==> src/rtl/led7seg_scan_mux.sv <==
// Multiplexed 7-segment scan driver with per-digit dead time, 16-level PWM and a frame-coherent shadow buffer.
// Optional LED7SEG_BLINK_EN adds a blink_mask input that darkens masked digits for 32 of every 64 frames.
module led7seg_scan_mux #(
  parameter int CLK_FREQ       = 10_000_000,
  parameter int NUM_DIGITS     = 8,
  parameter int REFRESH_HZ     = 100,
  parameter int BLANK_CYCLES   = 16,
  parameter int SEG_ACTIVE_LOW = 1,
  parameter int POS_ACTIVE_LOW = 1,
  localparam int AW = (NUM_DIGITS > 1) ? $clog2(NUM_DIGITS) : 1
) (
  input  logic                  clk_in,
  input  logic                  init,
  input  logic                  wr_en,
  input  logic [AW-1:0]         addr,
  input  logic [3:0]            data,
  input  logic                  dp,
  input  logic                  blank,
  input  logic [3:0]            bright,
`ifdef LED7SEG_BLINK_EN
  input  logic [NUM_DIGITS-1:0] blink_mask,
`endif
  output logic [7:0]            seg,
  output logic [NUM_DIGITS-1:0] pos,
  output logic                  frame_sync
);

  localparam int DIGIT_TICKS = CLK_FREQ / (REFRESH_HZ * NUM_DIGITS);
  localparam int ACTIVE      = DIGIT_TICKS - BLANK_CYCLES;
  localparam int CW          = (DIGIT_TICKS > 1) ? $clog2(DIGIT_TICKS) : 1;
  localparam logic [7:0] SEG_OFF = (SEG_ACTIVE_LOW != 0) ? 8'hFF : 8'h00;
  localparam logic [NUM_DIGITS-1:0] POS_OFF = (POS_ACTIVE_LOW != 0) ? '1 : '0;

  if (ACTIVE < 16 || NUM_DIGITS < 1 || NUM_DIGITS > 16) begin : g_bad_cfg
    $error("led7seg_scan_mux: ACTIVE must be >= 16 and NUM_DIGITS within 1..16");
  end

  typedef enum logic [1:0] {PH_BLANK, PH_ON, PH_OFF} phase_t;

  logic [5:0]            wbuf   [NUM_DIGITS];  // {blank, dp, data}
  logic [5:0]            shadow [NUM_DIGITS];
  logic [CW-1:0]         cnt;
  logic [AW-1:0]         digit;
  logic [3:0]            bright_l;
  logic                  frame_start;
  logic                  slot_end;
  logic                  last_digit;
  phase_t                phase;
  logic [31:0]           on_len;
  logic [5:0]            cur;
  logic                  dark;
  logic [7:0]            seg_nxt;
  logic [NUM_DIGITS-1:0] pos_nxt;

  function automatic logic [6:0] char_rom(input logic [3:0] code);
    case (code)
      4'h0: char_rom = 7'h3F;
      4'h1: char_rom = 7'h06;
      4'h2: char_rom = 7'h5B;
      4'h3: char_rom = 7'h4F;
      4'h4: char_rom = 7'h66;
      4'h5: char_rom = 7'h6D;
      4'h6: char_rom = 7'h7D;
      4'h7: char_rom = 7'h07;
      4'h8: char_rom = 7'h7F;
      4'h9: char_rom = 7'h6F;
      4'hA: char_rom = 7'h77;
      4'hB: char_rom = 7'h7C;
      4'hC: char_rom = 7'h39;
      4'hD: char_rom = 7'h5E;
      4'hE: char_rom = 7'h79;
      default: char_rom = 7'h71;
    endcase
  endfunction

  assign frame_start = (cnt == '0) && (digit == '0);
  assign slot_end    = (cnt == CW'(DIGIT_TICKS - 1));
  assign last_digit  = (digit == AW'(NUM_DIGITS - 1));

`ifdef LED7SEG_BLINK_EN
  logic [5:0]            frame_cnt;
  logic [NUM_DIGITS-1:0] mask_l;

  // frame_cnt advances on the last tick so it is stable for the whole next frame
  always_ff @(posedge clk_in) begin
    if (init) begin
      frame_cnt <= '0;
      mask_l    <= '0;
    end else begin
      if (frame_start) mask_l <= blink_mask;
      if (slot_end && last_digit) frame_cnt <= frame_cnt + 6'd1;
    end
  end
`endif

  always_comb begin
    on_len  = ((32'(bright_l) + 32'd1) * 32'(ACTIVE)) >> 4;
    cur     = shadow[digit];
    dark    = cur[5];
`ifdef LED7SEG_BLINK_EN
    if (mask_l[digit] && frame_cnt[5]) dark = 1'b1;
`endif
    if (32'(cnt) < 32'(BLANK_CYCLES))
      phase = PH_BLANK;
    else if (32'(cnt) < 32'(BLANK_CYCLES) + on_len)
      phase = PH_ON;
    else
      phase = PH_OFF;
    seg_nxt = '0;
    pos_nxt = '0;
    if (phase == PH_ON && !dark) begin
      seg_nxt        = {cur[4], char_rom(cur[3:0])};
      pos_nxt[digit] = 1'b1;
    end
  end

  always_ff @(posedge clk_in) begin
    if (init) begin
      cnt        <= '0;
      digit      <= '0;
      bright_l   <= '0;
      frame_sync <= 1'b0;
      seg        <= SEG_OFF;
      pos        <= POS_OFF;
      for (int i = 0; i < NUM_DIGITS; i++) begin
        wbuf[i]   <= 6'b10_0000;
        shadow[i] <= 6'b10_0000;
      end
    end else begin
      frame_sync <= frame_start;
      seg        <= seg_nxt ^ SEG_OFF;
      pos        <= pos_nxt ^ POS_OFF;
      if (slot_end) begin
        cnt   <= '0;
        digit <= last_digit ? '0 : digit + AW'(1);
      end else begin
        cnt <= cnt + CW'(1);
      end
      // copy uses pre-write contents, so a write on this edge lands one frame later
      if (frame_start) begin
        for (int i = 0; i < NUM_DIGITS; i++) shadow[i] <= wbuf[i];
        bright_l <= bright;
      end
      if (wr_en && (32'(addr) < 32'(NUM_DIGITS))) wbuf[addr] <= {blank, dp, data};
    end
  end

endmodule
==> config.mk <==
export PLATFORM = sky130hd
export DESIGN_NAME = led7seg_scan_mux
export DESIGN_NICKNAME = d
export VERILOG_FILES = /design/src/rtl/led7seg_scan_mux.sv
export SDC_FILE = /design/constraint.sdc
export NUM_CORES = 1
export LEC_CHECK = 0
export CORE_MARGIN = 2
export CORE_UTILIZATION = 42
export CTS_CLUSTER_DIAMETER = 200
export CTS_CLUSTER_SIZE = 20
export DETAILED_ROUTE_END_ITERATION = 16
export HOLD_SLACK_MARGIN = 0.08
export PLACE_DENSITY = 0.61
export SLEW_MARGIN = 0
export SYNTH_ARGS = -nofsm -noshare
export SYNTH_HDL_FRONTEND = slang
export SYNTH_SLANG_ARGS = --single-unit
==> constraint.sdc <==
create_clock -name clk_in -period 12.9 [get_ports clk_in]
set_input_delay 3.87 -clock clk_in [delete_from_list [all_inputs] [get_ports clk_in]]
set_output_delay 3.87 -clock clk_in [all_outputs]
set_load 0.02 [all_outputs]
==> results.md, run 1 <==
Cells and area:
- The design area is 7863 µm².
- In the layout the commonest cells are sky130_fd_sc_hd__edfxtp_1, sky130_fd_sc_hd__and2_1, sky130_fd_sc_hd__dfxtp_1.
- The non-filler instance count after layout is 809.
- The most common library cell in the layout ignoring fill and taps is sky130_fd_sc_hd__edfxtp_1.
- The net count of the finished layout is 636.
- The post-route netlist has 12.82% of its cells at a drive strength greater than 1.
- The area growth from synthesis to layout is 16.01%.
- 0 antenna diodes ended up in the layout.

Worst setup path:
- The setup check on the worst reg-to-reg path leaves a slack of 7.69 ns.
- The cell with the biggest individual delay on the critical path is sky130_fd_sc_hd__a2111oi_0.
- For the worst flop-to-flop path, the logic depth is 19.
- STA classifies the critical path endpoint as a register.
- In this design, the stage delay of the slowest critical-path cell is 0.62 ns.
- The worst flop-to-flop path endpoint is seg[2].
- The critical path goes through clkdlybuf4s50_1, buf_4, a2111oi_0, inv_1, o31ai_4, o311ai_0.
- The number of logic stages on the critical path including buffering is 6.
- The startpoint identified for the worst register-to-register timing path is bright_l[0].
- In this run the worst setup path begins at init.
- The critical setup path kind is in -> reg.
- The combined buffer and inverter count along the critical path is 3.
- The worst setup path is launched from an input port.
- In this run the worst path has a maximum fanout of 33.
- Data arrives at the worst endpoint at 6.17 ns.
- The required time reported for the critical path endpoint is 13.13 ns.
- Grouping stages by cell kind, the critical path spends the most delay in compound AO/OA/AOI/OAI gates.
- In this run the worst setup path terminates at seg[2].

Timing:
- The highest clock frequency the design can meet is 168.3 MHz.
- The ratio of final minimum period to clock period is 46.07%.
- The final-layout setup total negative slack is 0 ns.
- The final number of hold-violating endpoints is 0.
- The clock period minus final worst setup slack is 5.943 ns.
- Setup violations remaining at the end of the flow were counted as 0.
- Setup repair after global routing left no endpoint under its margin.
- For the pin with the worst max-slew slack, the measured transition is 1.097 ns.
- The relative max-transition margin is 26.51%.
- The clock arrives with 0.01303 ns of skew.
- The number of pins with negative max-slew slack in the final report is 0.
- Once routing completed, OpenROAD measured the worst setup slack at 6.957 ns.

Hold path:
- The class of the tightest hold or removal check is reg -> reg.

Clocking:
- Counting along the longest clock path gives a buffer depth of 2.
- The number of buffers inserted by hold repair at cts is 0.
- Clock tree synthesis inserted a total of 17 buffers.
- TritonCTS built the clock tree.
- The H-tree was split into 4 levels.
- The total of cells resized after clock tree synthesis is 0.
- Clock latency on the worst-skew pair, taken at its later pin, is 0.41 ns.
- Clock tree synthesis selected as its root buffer the cell sky130_fd_sc_hd__clkbuf_16.
- The clock transition at the registers of the reported paths is 0.06 ns.
- Buffers added to address setup during post-CTS repair amount to 0.
- CTS saw 137 sinks.

Placement:
- The cell area reported after detailed placement is 7298 µm².
- After detailed placement, the design holds a cell count of 777.
- The worst slack after detailed placement is 6.550 ns.
- The number of I/O port buffers is 32.
- The final weighted congestion in routability-driven placement is 0.7829.
- Once detailed placement completed, the half-perimeter wirelength came to 8.942 mm.

Power:
- The proportion of power drawn by combinational gates is 10.7%.
- Summed over all cells, the static leakage comes to 3.030 nW.
- The analysis attributes to net switching a power of 0.2671 mW.
- In this run the power density over the cells is 138.5 nW/µm².
- Of the total power, the clock network draws 42.0%.
- The overall power is 1.089 mW.
- The worst-case IR drop observed on VDD is 0.09229 mV.
- The share of total power dissipated in sequential elements is 47.3%.
- The share of total power consumed by net switching is 24.53%.
- The internal power is 0.8219 mW.

Detailed routing:
- For this run, the detailed router's first-pass iteration total came to 4.
- Using the TritonRoute via totals, the vias-per-cell ratio works out to 4.932.
- The number of vias in the routed layout is 3990.
- The wire length per cell is 15.16 µm.
- The number of remaining DRC errors is 0.
- The count of antenna-violating nets left after detailed routing is 0.
- The DRC violation total after the first TritonRoute iteration is 212.
- The final layout contains routed wiring with a total length of 12.26 mm.

Logic synthesis:
- The async set-reset flop share out of synthesis is 0%.
- The synthesized area per cell is 12.39 µm².
- The number of flops mapped to enable cells by yosys is 96.
- In this run, distinct cell masters in the synthesized netlist total 60.
- The cell count after synthesis is 547.
- The most used flip-flop cell after synthesis is sky130_fd_sc_hd__edfxtp_1.
- Yosys printed 0 warnings.
- The synthesis-stage register bit count is 137.
- The sequential cell area fraction in the yosys report is 54.64%.
- The mapped cell area is 6778 µm².
- The post-synth net total is 603.

Global routing:
- The maximum number of pins on one net before global-route repair is 49.
- The first global-routing pass estimated 20.62 mm of wire.
- The overall overflow remaining after global route is 0.
- Global routing used 15.81% of the available tracks.
- The number of global-route vias before repair is 4059.
- The initial antenna violation count came to 0.

Job:
- The tool flagged a number of max-cap violations equal to 0.

Floorplanning:
- The count of pins on the block boundary is 33.
- The die height is 131.0 µm.
- In this run the core area contains 46 standard-cell rows.
- The total area inside the core boundary comes to 15830 µm².
- The floorplan die area is 17170 µm².
- The die width is 131.0 µm.
- The starting density of the core is 42.82%.

Run status:
- The run finished with clean final reports.
==> cell families after synthesis <==
group	synth area share, %
AO/OA/AOI/OAI	5.963
XOR/XNOR	4.265
adder cells (fa/ha/maj)	7.384
AND/OR/NAND/NOR	18.72
buffers and inverters	2.455
multiplexers	6.572
flip-flops	54.64
==> cell type report <==
type	instances	area, µm²
fill	1365	7965
sequential	137	3704
multi-input combinational	369	2910
clock buffer	18	429.2
timing repair buffer	34	335.3
tap	216	270.3
clock inverter	14	135.1
inverter	21	78.83
==> through the flow <==
step / util (%) / hold slack, ns
after global routing: 49.68 / 0.5211
after CTS: 49.68 / 0.4909
after floorplan: - / 0.4374
final: 49.68 / 0.4838
after global placement: 46.11 / 0.4631
after detailed placement: 46.11 / 0.4771
==> Yosys cell counts, types with 7 or more instances <==
cell                       count  area share [%]
sky130_fd_sc_hd__nor2b_1      14             1.3
sky130_fd_sc_hd__mux2i_1       9             1.3
sky130_fd_sc_hd__inv_1        20             1.1
sky130_fd_sc_hd__xor2_1       15             1.9
sky130_fd_sc_hd__and3_1        8            0.74
sky130_fd_sc_hd__a21oi_1      10            0.74
sky130_fd_sc_hd__nand3_1      12            0.89
sky130_fd_sc_hd__edfxtp_1     96              43
sky130_fd_sc_hd__nand2b_1     12             1.1
sky130_fd_sc_hd__ha_1         40             7.4
sky130_fd_sc_hd__nor2_1       39             2.2
sky130_fd_sc_hd__mux4_2       13             4.3
sky130_fd_sc_hd__dfxtp_1      41              12
sky130_fd_sc_hd__or2_2        13             1.2
sky130_fd_sc_hd__a21o_1        7            0.78
sky130_fd_sc_hd__clkbuf_1     15            0.83
sky130_fd_sc_hd__xnor2_1      13             1.7
sky130_fd_sc_hd__and2_1       74             6.8
sky130_fd_sc_hd__nand2_1      19             1.1
==> flip-flops by register name, summed over array words and instances (netlist names), named ones only <==
signal	flops
bright_l	4
cnt	14
pos	8
shadow	48
digit	3
wbuf	48
frame_sync	1
seg	8
==> metal layers <==
metal | up-vias | track usage, % | part of all wire, %
met5 | - | 0 | 0
met4 | 0 | 4.255 | 0.64
met3 | 6 | 3.909 | 2.0
met2 | 48 | 26.55 | 51
met1 | 1900 | 20.51 | 46
li1 | 2036 | - | -
==> power by group through the flow <==
stage	Sequential, mW	Clock, mW	Combinational [mW]
2_1_floorplan	0.520	0	0.0874
4_1_cts	0.515	0.468	0.118
3_5_place_dp	0.525	0	0.117
3_3_place_gp	0.523	0	0.115
6_report	0.515	0.458	0.116
5_1_grt	0.518	0.486	0.132
==> worst min path at each step <==
| stage | from | cells after the start | end | slack (ns) |
|---|---|---|---|---|
| floorplan | cnt[0] | 1 | cnt[0] | 0.44 |
| global placement | cnt[0] | 1 | cnt[0] | 0.46 |
| detailed placement | cnt[0] | 1 | cnt[0] | 0.48 |
| CTS | cnt[0] | 1 | cnt[0] | 0.49 |
| global route | wbuf[0][5] | 1 | shadow[0][5] | 0.52 |
| finish | cnt[0] | 1 | cnt[0] | 0.48 |
No activity file was read; power rests on OpenSTA's default activity.
==> run 2, diff against run 1 <==
==> constraint.sdc (replaced) <==
create_clock -name clk_in -period 6.05 [get_ports clk_in]
set_input_delay 1.815 -clock clk_in [delete_from_list [all_inputs] [get_ports clk_in]]
set_output_delay 1.815 -clock clk_in [all_outputs]
set_load 0.02 [all_outputs]
==> run 2 against run 1 <==
Net effect: first-iteration DRC count decreased by 1.9%; combinational power increased by 110%; sequential share of layout area down 0.17 points; critical path depth rose by 13; via count shrank 0.28%; design area up 0.37%; core utilization increased by 0.18 points; die area unchanged; routed wire length is 0.72% lower; sequential power is 110% higher; critical endpoint unchanged.
==> results.md, run 2 (synthesis gave the netlist of run 1 again) <==
Clocking:
- The number of buffers inserted by hold repair at cts was 0 (unchanged).
- The clock tree from TritonCTS is done.
- The maximum buffer depth of the clock tree is 2 (unchanged).
- The number of clock sinks seen by CTS was 137 (unchanged).
- Clock tree synthesis selected as its root buffer the cell sky130_fd_sc_hd__clkbuf_16.
- The number of setup buffers added after CTS is 0 (unchanged).
- The source-to-sink clock delay at the later pin of the worst-skew pair is 0.41 ns (about the same).
- The H-tree depth reported by CTS came to 4 (unchanged).
- The total of cells resized after clock tree synthesis is 0 (unchanged).
- The clock transition at the registers of the reported paths came to 0.06 ns (about the same).
- The number of CTS-inserted buffers is 17 (unchanged).

Cells and area:
- In the layout the commonest cells are sky130_fd_sc_hd__edfxtp_1, sky130_fd_sc_hd__and2_1, sky130_fd_sc_hd__dfxtp_1.
- The fraction of layout cells with a size suffix above 1 is 12.98% (+0.17 points).
- The number of fill cells is 1398 (+2.4%).
- The non-filler instance count after layout is 809 (unchanged).
- The design area was 7891 µm² (+0.37%).
- The area growth from synthesis to layout is 16.43%.
- The largest registers in the layout are shadow x48, wbuf x48, cnt x14.
- The net count of the finished layout is 636 (unchanged).
- The final cell utilization of the core was 49.86% (+0.18 points).
- The library cell used most frequently in the layout, excluding fill and tap cells, is sky130_fd_sc_hd__edfxtp_1.
- The antenna diode count is 0 (unchanged).

Timing:
- The smallest clock period supported by the final layout is computed as 4.993 ns.
- The worst-case clock skew came to 0.008836 ns (-0.004194 ns).
- In the finished design, the share of the clock period the worst path needs comes to 82.53%.
- The worst-case hold slack came to 0.4729 ns (-0.01085 ns).
- Timing would allow up to 200.3 MHz.
- The final critical-path setup slack is 1.057 ns (-5.900 ns).
- The number of pins with negative max-slew slack in the final report is 0 (unchanged).
- Setup repair after global routing left no endpoint under its margin.
- The final-layout setup total negative slack is 0 ns (unchanged).
- The pin slew with the least headroom to its limit was 1.139 ns (+0.04122 ns).
- The final-report setup violation count is 0 (unchanged).
- The relative max-transition margin is 23.75% (-2.8 points).
- The final number of hold-violating endpoints is 0 (unchanged).

Global routing:
- The initial antenna violation count is 0 (unchanged).
- The number of global-route vias before repair is 4141 (+2.0%).
- The first-pass GRT wire length is 20.33 mm (-1.4%).
- The maximum number of pins on one net before global-route repair is 49 (unchanged).
- The overall overflow remaining after global route is 0 (unchanged).
- The total track usage is 15.53% (-0.27 points).

Detailed routing:
- The DRC violation total after the first TritonRoute iteration came to 208 (-1.9%).
- The number of vias in the routed layout was 3979 (-0.28%).
- The wire length per cell is 15.05 µm (-0.72%).
- The count of TritonRoute iterations in the first routing pass is 4 (unchanged).
- The count of antenna-violating nets left after detailed routing is 0 (unchanged).
- The number of remaining DRC errors was 0 (unchanged).
- The total detailed-routing wirelength came to 12.17 mm (-0.72%).
- The post-detailed-route via-to-cell ratio is 4.918 (-0.28%).

Floorplanning:
- The starting density of the core was 42.82% (unchanged).
- The die height is 131.0 µm (unchanged).
- The count of pins on the block boundary is 33 (unchanged).
- The floorplan die area is 17170 µm² (unchanged).
- The core region area is 15830 µm² (unchanged).
- The row count is 46 (unchanged).
- The die width is 131.0 µm (unchanged).

Worst setup path:
- The required time reported for the critical path endpoint is 6.28 ns (-6.85 ns).
- The kind of capture point of the worst setup path is a register.
- The worst-case reg-to-reg path depth is 19 (unchanged).
- The arrival time of data at the critical path endpoint is 5.23 ns (-0.94 ns).
- The worst-path maximum fanout is 16 (-52%).
- The startpoint type of the worst setup path is a register.
- The critical setup path kind is reg -> reg.

Job:
- The number of maximum-capacitance constraint violations was 0 (unchanged).

Power:
- The worst supply voltage drop on vdd is 0.2224 mV (+140%).
- The power per standard cell area is 300.8 nW/µm² (+120%).
- The static leakage is 3.044 nW (+0.44%).
- The overall power is 2.374 mW (+120%).

Placement:
- The worst slack after detailed placement is 1.060 ns (-5.489 ns).
- The cell area reported after detailed placement came to 7298 µm² (unchanged).
- The total instance count after detailed placement is 777 (unchanged).
- The final weighted congestion in routability-driven placement is 0.8006 (+2.3%).
- The number of I/O port buffers is 32 (unchanged).
- The detailed-placement wirelength estimate came to 8.838 mm (-1.2%).

Hold path:
- The path class of the tightest hold or removal check is reg -> reg.
- The cell count of the worst hold path is 1 (unchanged).

Run status:
- The run finished with clean final reports.
## run 2: cell count changes in the layout (fill, tap and decap cells not counted)
cell                        previous run  this run
sky130_fd_sc_hd__bufinv_16             1         2
sky130_fd_sc_hd__clkinv_4              2         4
sky130_fd_sc_hd__clkinv_1              1         0
sky130_fd_sc_hd__inv_6                 6         3
sky130_fd_sc_hd__inv_8                 1         2
## run 2: area by class of cell
class	instances	area, µm²	area share, %
Clock buffer	18	429.2	5.438
Sequential cell	137	3704	46.93
Tap cell	216	270.3	3.425
Timing Repair Buffer	34	335.3	4.249
Clock inverter	14	163.9	2.077
Multi-Input combinational cell	369	2910	36.88
Inverter	21	78.83	0.9989
## run 2: path summary, 6_finish.rpt
| check | from | to | slack, ns |
|---|---|---|---|
| max | bright_l[0] | seg[2] | 1.06 |
| min | cnt[0] | cnt[0] | 0.47 |
| max reg2reg | bright_l[0] | seg[2] | 1.06 |
| min reg2reg | cnt[0] | cnt[0] | 0.47 |
## run 2: where the power goes
group          switching, mW  total, mW  leakage [nW]  internal, mW
logic                  0.145      0.248          1.46         0.102
registers             0.0199       1.09          1.30          1.08
clock network          0.413       1.03         0.285         0.618
total                  0.579       2.37          3.04          1.80
## run 2: routing by layer
metal / vias up / wire length (µm) / track usage [%]
met3: 18 / 379 / 3.950
met1: 1871 / 5436 / 19.00
met4: 0 / 266 / 5.882
li1: 2032 / - / -
met2: 58 / 6090 / 26.52
met5: - / 0 / 0
## run 2: worst max-delay path, stage by stage, from the launching register on
cell,delay [ns]
sky130_fd_sc_hd__dfxtp_1,0.47
sky130_fd_sc_hd__ha_1,0.23
sky130_fd_sc_hd__and3_1,0.22
sky130_fd_sc_hd__ha_1,0.27
sky130_fd_sc_hd__ha_1,0.31
sky130_fd_sc_hd__ha_1,0.44
sky130_fd_sc_hd__a41o_1,0.36
sky130_fd_sc_hd__a21o_4,0.25
sky130_fd_sc_hd__xor2_4,0.16
sky130_fd_sc_hd__nor3b_4,0.17
sky130_fd_sc_hd__a211o_1,0.28
sky130_fd_sc_hd__a22oi_1,0.20
sky130_fd_sc_hd__xor2_1,0.17
sky130_fd_sc_hd__ha_1,0.27
sky130_fd_sc_hd__a21oi_1,0.14
sky130_fd_sc_hd__o21ai_0,0.09
sky130_fd_sc_hd__a21oi_1,0.17
sky130_fd_sc_hd__nand3_1,0.13
sky130_fd_sc_hd__o31ai_4,0.23
sky130_fd_sc_hd__o311ai_0,0.25
==> run 3, diff against run 2 <==
==> constraint.sdc (replaced) <==
create_clock -name clk_in -period 5.2 [get_ports clk_in]
set_input_delay 1.56 -clock clk_in [delete_from_list [all_inputs] [get_ports clk_in]]
set_output_delay 1.56 -clock clk_in [all_outputs]
set_load 0.02 [all_outputs]
==> run 3 against run 2 <==
Net effect: sequential power rose by 17%; maximum frequency rose by 2.3%; register-to-register slack got worse by 0.74 ns; power rose by 14%; global-route usage down 0.15 points; routed wire length rose by 1.5%; highest routed layer unchanged.
==> results.md, run 3 (synthesis gave the netlist of run 1 again) <==
Detailed routing:
- The DRC violation total after the first TritonRoute iteration was 170 (-18%).
- The post-detailed-route via-to-cell ratio is 4.895 (-0.48%).
- The count of TritonRoute iterations in the first routing pass came to 4 (unchanged).
- The number of remaining DRC errors was 0 (unchanged).
- The count of antenna-violating nets left after detailed routing is 0 (unchanged).
- The wire length per cell is 15.11 µm (+0.43%).
- The total detailed-routing wirelength is 12.36 mm (+1.5%).
- The number of vias in the routed layout is 4004 (+0.63%).

Cells and area:
- The number of fill cells is 1387 (-0.79%).
- The area growth from synthesis to layout is 17.17%.
- The most common library cell in the layout ignoring fill and taps is sky130_fd_sc_hd__edfxtp_1.
- The antenna diode count is 0 (unchanged).
- In the layout the commonest cells are sky130_fd_sc_hd__edfxtp_1, sky130_fd_sc_hd__and2_1, sky130_fd_sc_hd__nor2_1, sky130_fd_sc_hd__ha_1, sky130_fd_sc_hd__dfxtp_1.
- The non-filler instance count after layout is 818 (+1.1%).
- The net count of the finished layout is 645 (+1.4%).
- The final cell utilization of the core is 50.17% (+0.32 points).
- The largest registers in the layout are shadow x48, wbuf x48, cnt x14.
- The design area is 7941 µm² (+0.63%).
- The fraction of layout cells with a size suffix above 1 is 14.78% (+1.8 points).

Placement:
- The number of I/O port buffers is 32 (unchanged).
- The cell area reported after detailed placement came to 7328 µm² (+0.41%).
- The total instance count after detailed placement is 781 (+0.51%).
- The final weighted congestion in routability-driven placement came to 0.7604 (-5.0%).
- The detailed-placement wirelength estimate came to 8.870 mm (+0.36%).

Clocking:
- The maximum buffer depth of the clock tree is 2 (unchanged).
- The source-to-sink clock delay at the later pin of the worst-skew pair is 0.42 ns (about the same).
- CTS placed an instance of sky130_fd_sc_hd__clkbuf_16 at the clock tree root.
- The number of clock sinks seen by CTS came to 137 (unchanged).
- TritonCTS built the clock tree.
- The clock transition at the registers of the reported paths is 0.06 ns (about the same).
- The H-tree depth reported by CTS is 4 (unchanged).
- The number of CTS-inserted buffers is 17 (unchanged).
- The number of buffers inserted by hold repair at cts came to 0 (unchanged).

Power:
- The part of the power in registers is 47.2% (+1.1 points).
- The share of total power consumed by net switching is 24.58% (+0.21 points).
- The internal power is 2.035 mW (+13%).
- The clock network fraction of design power is 41.8% (-1.6 points).
- The proportion of power drawn by combinational gates was 10.9% (+0.5 points).
- The power per standard cell area came to 339.7 nW/µm² (+13%).
- The overall power was 2.698 mW (+14%).
- The static leakage came to 3.071 nW (+0.89%).
- The worst supply voltage drop on vdd came to 0.2783 mV (+25%).
- The switching power summed over all nets is 0.6631 mW (+15%).

Worst setup path:
- STA classifies the critical path endpoint as a register.
- The worst stage delay on the critical path is 0.36 ns (-0.11 ns).
- The signal on the critical path passes through ha_1, and3_1, ha_1, ha_1, ha_1, buf_4, and3_1, a21o_4, xor2_4, nor3b_4, a211o_1, a22oi_1, xor2_1, ha_1, a21oi_1, o21ai_0, a21oi_1, nand3_2, o31ai_4, buf_4, nand4_1.
- On the critical path the largest part of the delay comes from adder cells.
- The arrival time of data at the critical path endpoint is 5.15 ns (-0.08 ns).
- The worst setup path is of the reg -> reg kind.
- The cell with the biggest individual delay on the critical path is sky130_fd_sc_hd__dfxtp_2.
- The worst-path maximum fanout came to 9 (-7).
- The combined buffer and inverter count along the critical path is 2 (+2).
- The dominant cell type by count on the critical path is sky130_fd_sc_hd__ha_1.
- The required time reported for the critical path endpoint came to 5.47 ns (-0.81 ns).
- The worst setup path is launched from a register.
- The register-to-register setup slack came to 0.32 ns (-0.74 ns).

Floorplanning:
- The core region area is 15830 µm² (unchanged).
- The count of pins on the block boundary was 33 (unchanged).
- The row count is 46 (unchanged).
- The floorplan die area was 17170 µm² (unchanged).
- The die height is 131.0 µm (unchanged).
- The starting density of the core came to 42.82% (unchanged).
- The die width is 131.0 µm (unchanged).

Timing:
- The highest clock frequency the design can meet is 204.8 MHz (+2.3%).
- The number of pins with negative max-slew slack in the final report is 0 (unchanged).
- The ratio of final minimum period to clock period is 93.90% (+11 points).
- The final-layout setup total negative slack was 0 ns (unchanged).
- The pin slew with the least headroom to its limit came to 1.103 ns (-0.03517 ns).
- The relative max-transition margin came to 26.11% (+2.4 points).
- The worst-case clock skew is 0.009202 ns (+0.0003663 ns).
- The final number of hold-violating endpoints came to 0 (unchanged).
- The final-report setup violation count is 0 (unchanged).
- The clock period minus final worst setup slack was 4.883 ns (-0.1103 ns).

Global routing:
- The maximum number of pins on one net before global-route repair is 38 (-22%).
- The overall overflow remaining after global route is 0 (unchanged).
- The initial antenna violation count is 0 (unchanged).
- The total track usage came to 15.39% (-0.15 points).
- The number of global-route vias before repair is 3973 (-4.1%).
- The first-pass GRT wire length is 19.95 mm (-1.9%).

Run status:
- The flow ran to the end, and the final reports show no timing, DRC or antenna violations.

Hold path:
- The class of the tightest hold or removal check is reg -> reg.

Job:
- The number of maximum-capacitance constraint violations is 0 (unchanged).
run 3: layout make-up:
cell class	count	area (µm²)	share of cell area (%)
clock buffers	18	429.2	5.404
clock inverters	14	123.9	1.560
inverters	21	78.83	0.9926
multi-input cells	370	2938	36.99
flip-flops and latches	137	3706	46.67
well taps	216	270.3	3.403
repair buffers	42	395.4	4.979
run 3: metrics by stage:
stage	hold slack (ns)	setup WS [ns]
3_5_place_dp	0.4724	0.2315
2_1_floorplan	0.4374	0.6153
6_report	0.4838	0.3172
4_1_cts	0.4861	0.1958
3_3_place_gp	0.4587	0.3909
5_1_grt	0.5083	-0.03791
run 3: path summary, 6_finish.rpt:
check	startpoint	endpoint	cells after the start
min	cnt[0]	cnt[0]	1
max	bright_l[0]	pos[6]	21
max reg2reg	bright_l[0]	pos[6]	21
min reg2reg	cnt[0]	cnt[0]	1
run 3: per-layer routing:
metal / track usage [%] / share of wire (%)
met1: 19.52 / 45
met2: 25.85 / 51
met3: 3.909 / 2.7
met4: 5.069 / 1.4
met5: 0 / 0
run 3: worst reg2reg max path, stage by stage, from the launching register on:
cell                      delay [ns]
sky130_fd_sc_hd__dfxtp_2        0.36
sky130_fd_sc_hd__ha_1           0.23
sky130_fd_sc_hd__and3_1         0.23
sky130_fd_sc_hd__ha_1           0.34
sky130_fd_sc_hd__ha_1           0.31
sky130_fd_sc_hd__ha_1           0.31
sky130_fd_sc_hd__buf_4          0.17
sky130_fd_sc_hd__and3_1         0.21
sky130_fd_sc_hd__a21o_4         0.26
sky130_fd_sc_hd__xor2_4         0.17
sky130_fd_sc_hd__nor3b_4        0.17
sky130_fd_sc_hd__a211o_1        0.29
sky130_fd_sc_hd__a22oi_1        0.21
sky130_fd_sc_hd__xor2_1         0.18
sky130_fd_sc_hd__ha_1           0.27
sky130_fd_sc_hd__a21oi_1        0.14
sky130_fd_sc_hd__o21ai_0        0.10
sky130_fd_sc_hd__a21oi_1        0.17
sky130_fd_sc_hd__nand3_2        0.16
sky130_fd_sc_hd__o31ai_4        0.20
sky130_fd_sc_hd__buf_4          0.19
sky130_fd_sc_hd__nand4_1        0.09
run 3: timing repair:
item	in CTS	in global routing
buffers inserted	0	4
resized for setup	0	5
endpoints found under the setup margin	0	16
run 3: power by group through the flow:
stage                     registers, mW  logic, mW  clock network [mW]
final                              1.27      0.295                1.13
after detailed placement           1.30      0.298                   0
after global routing               1.28      0.331                1.20
after CTS                          1.27      0.298                1.15
after floorplan                    1.29      0.217                   0
after global placement             1.29      0.293                   0
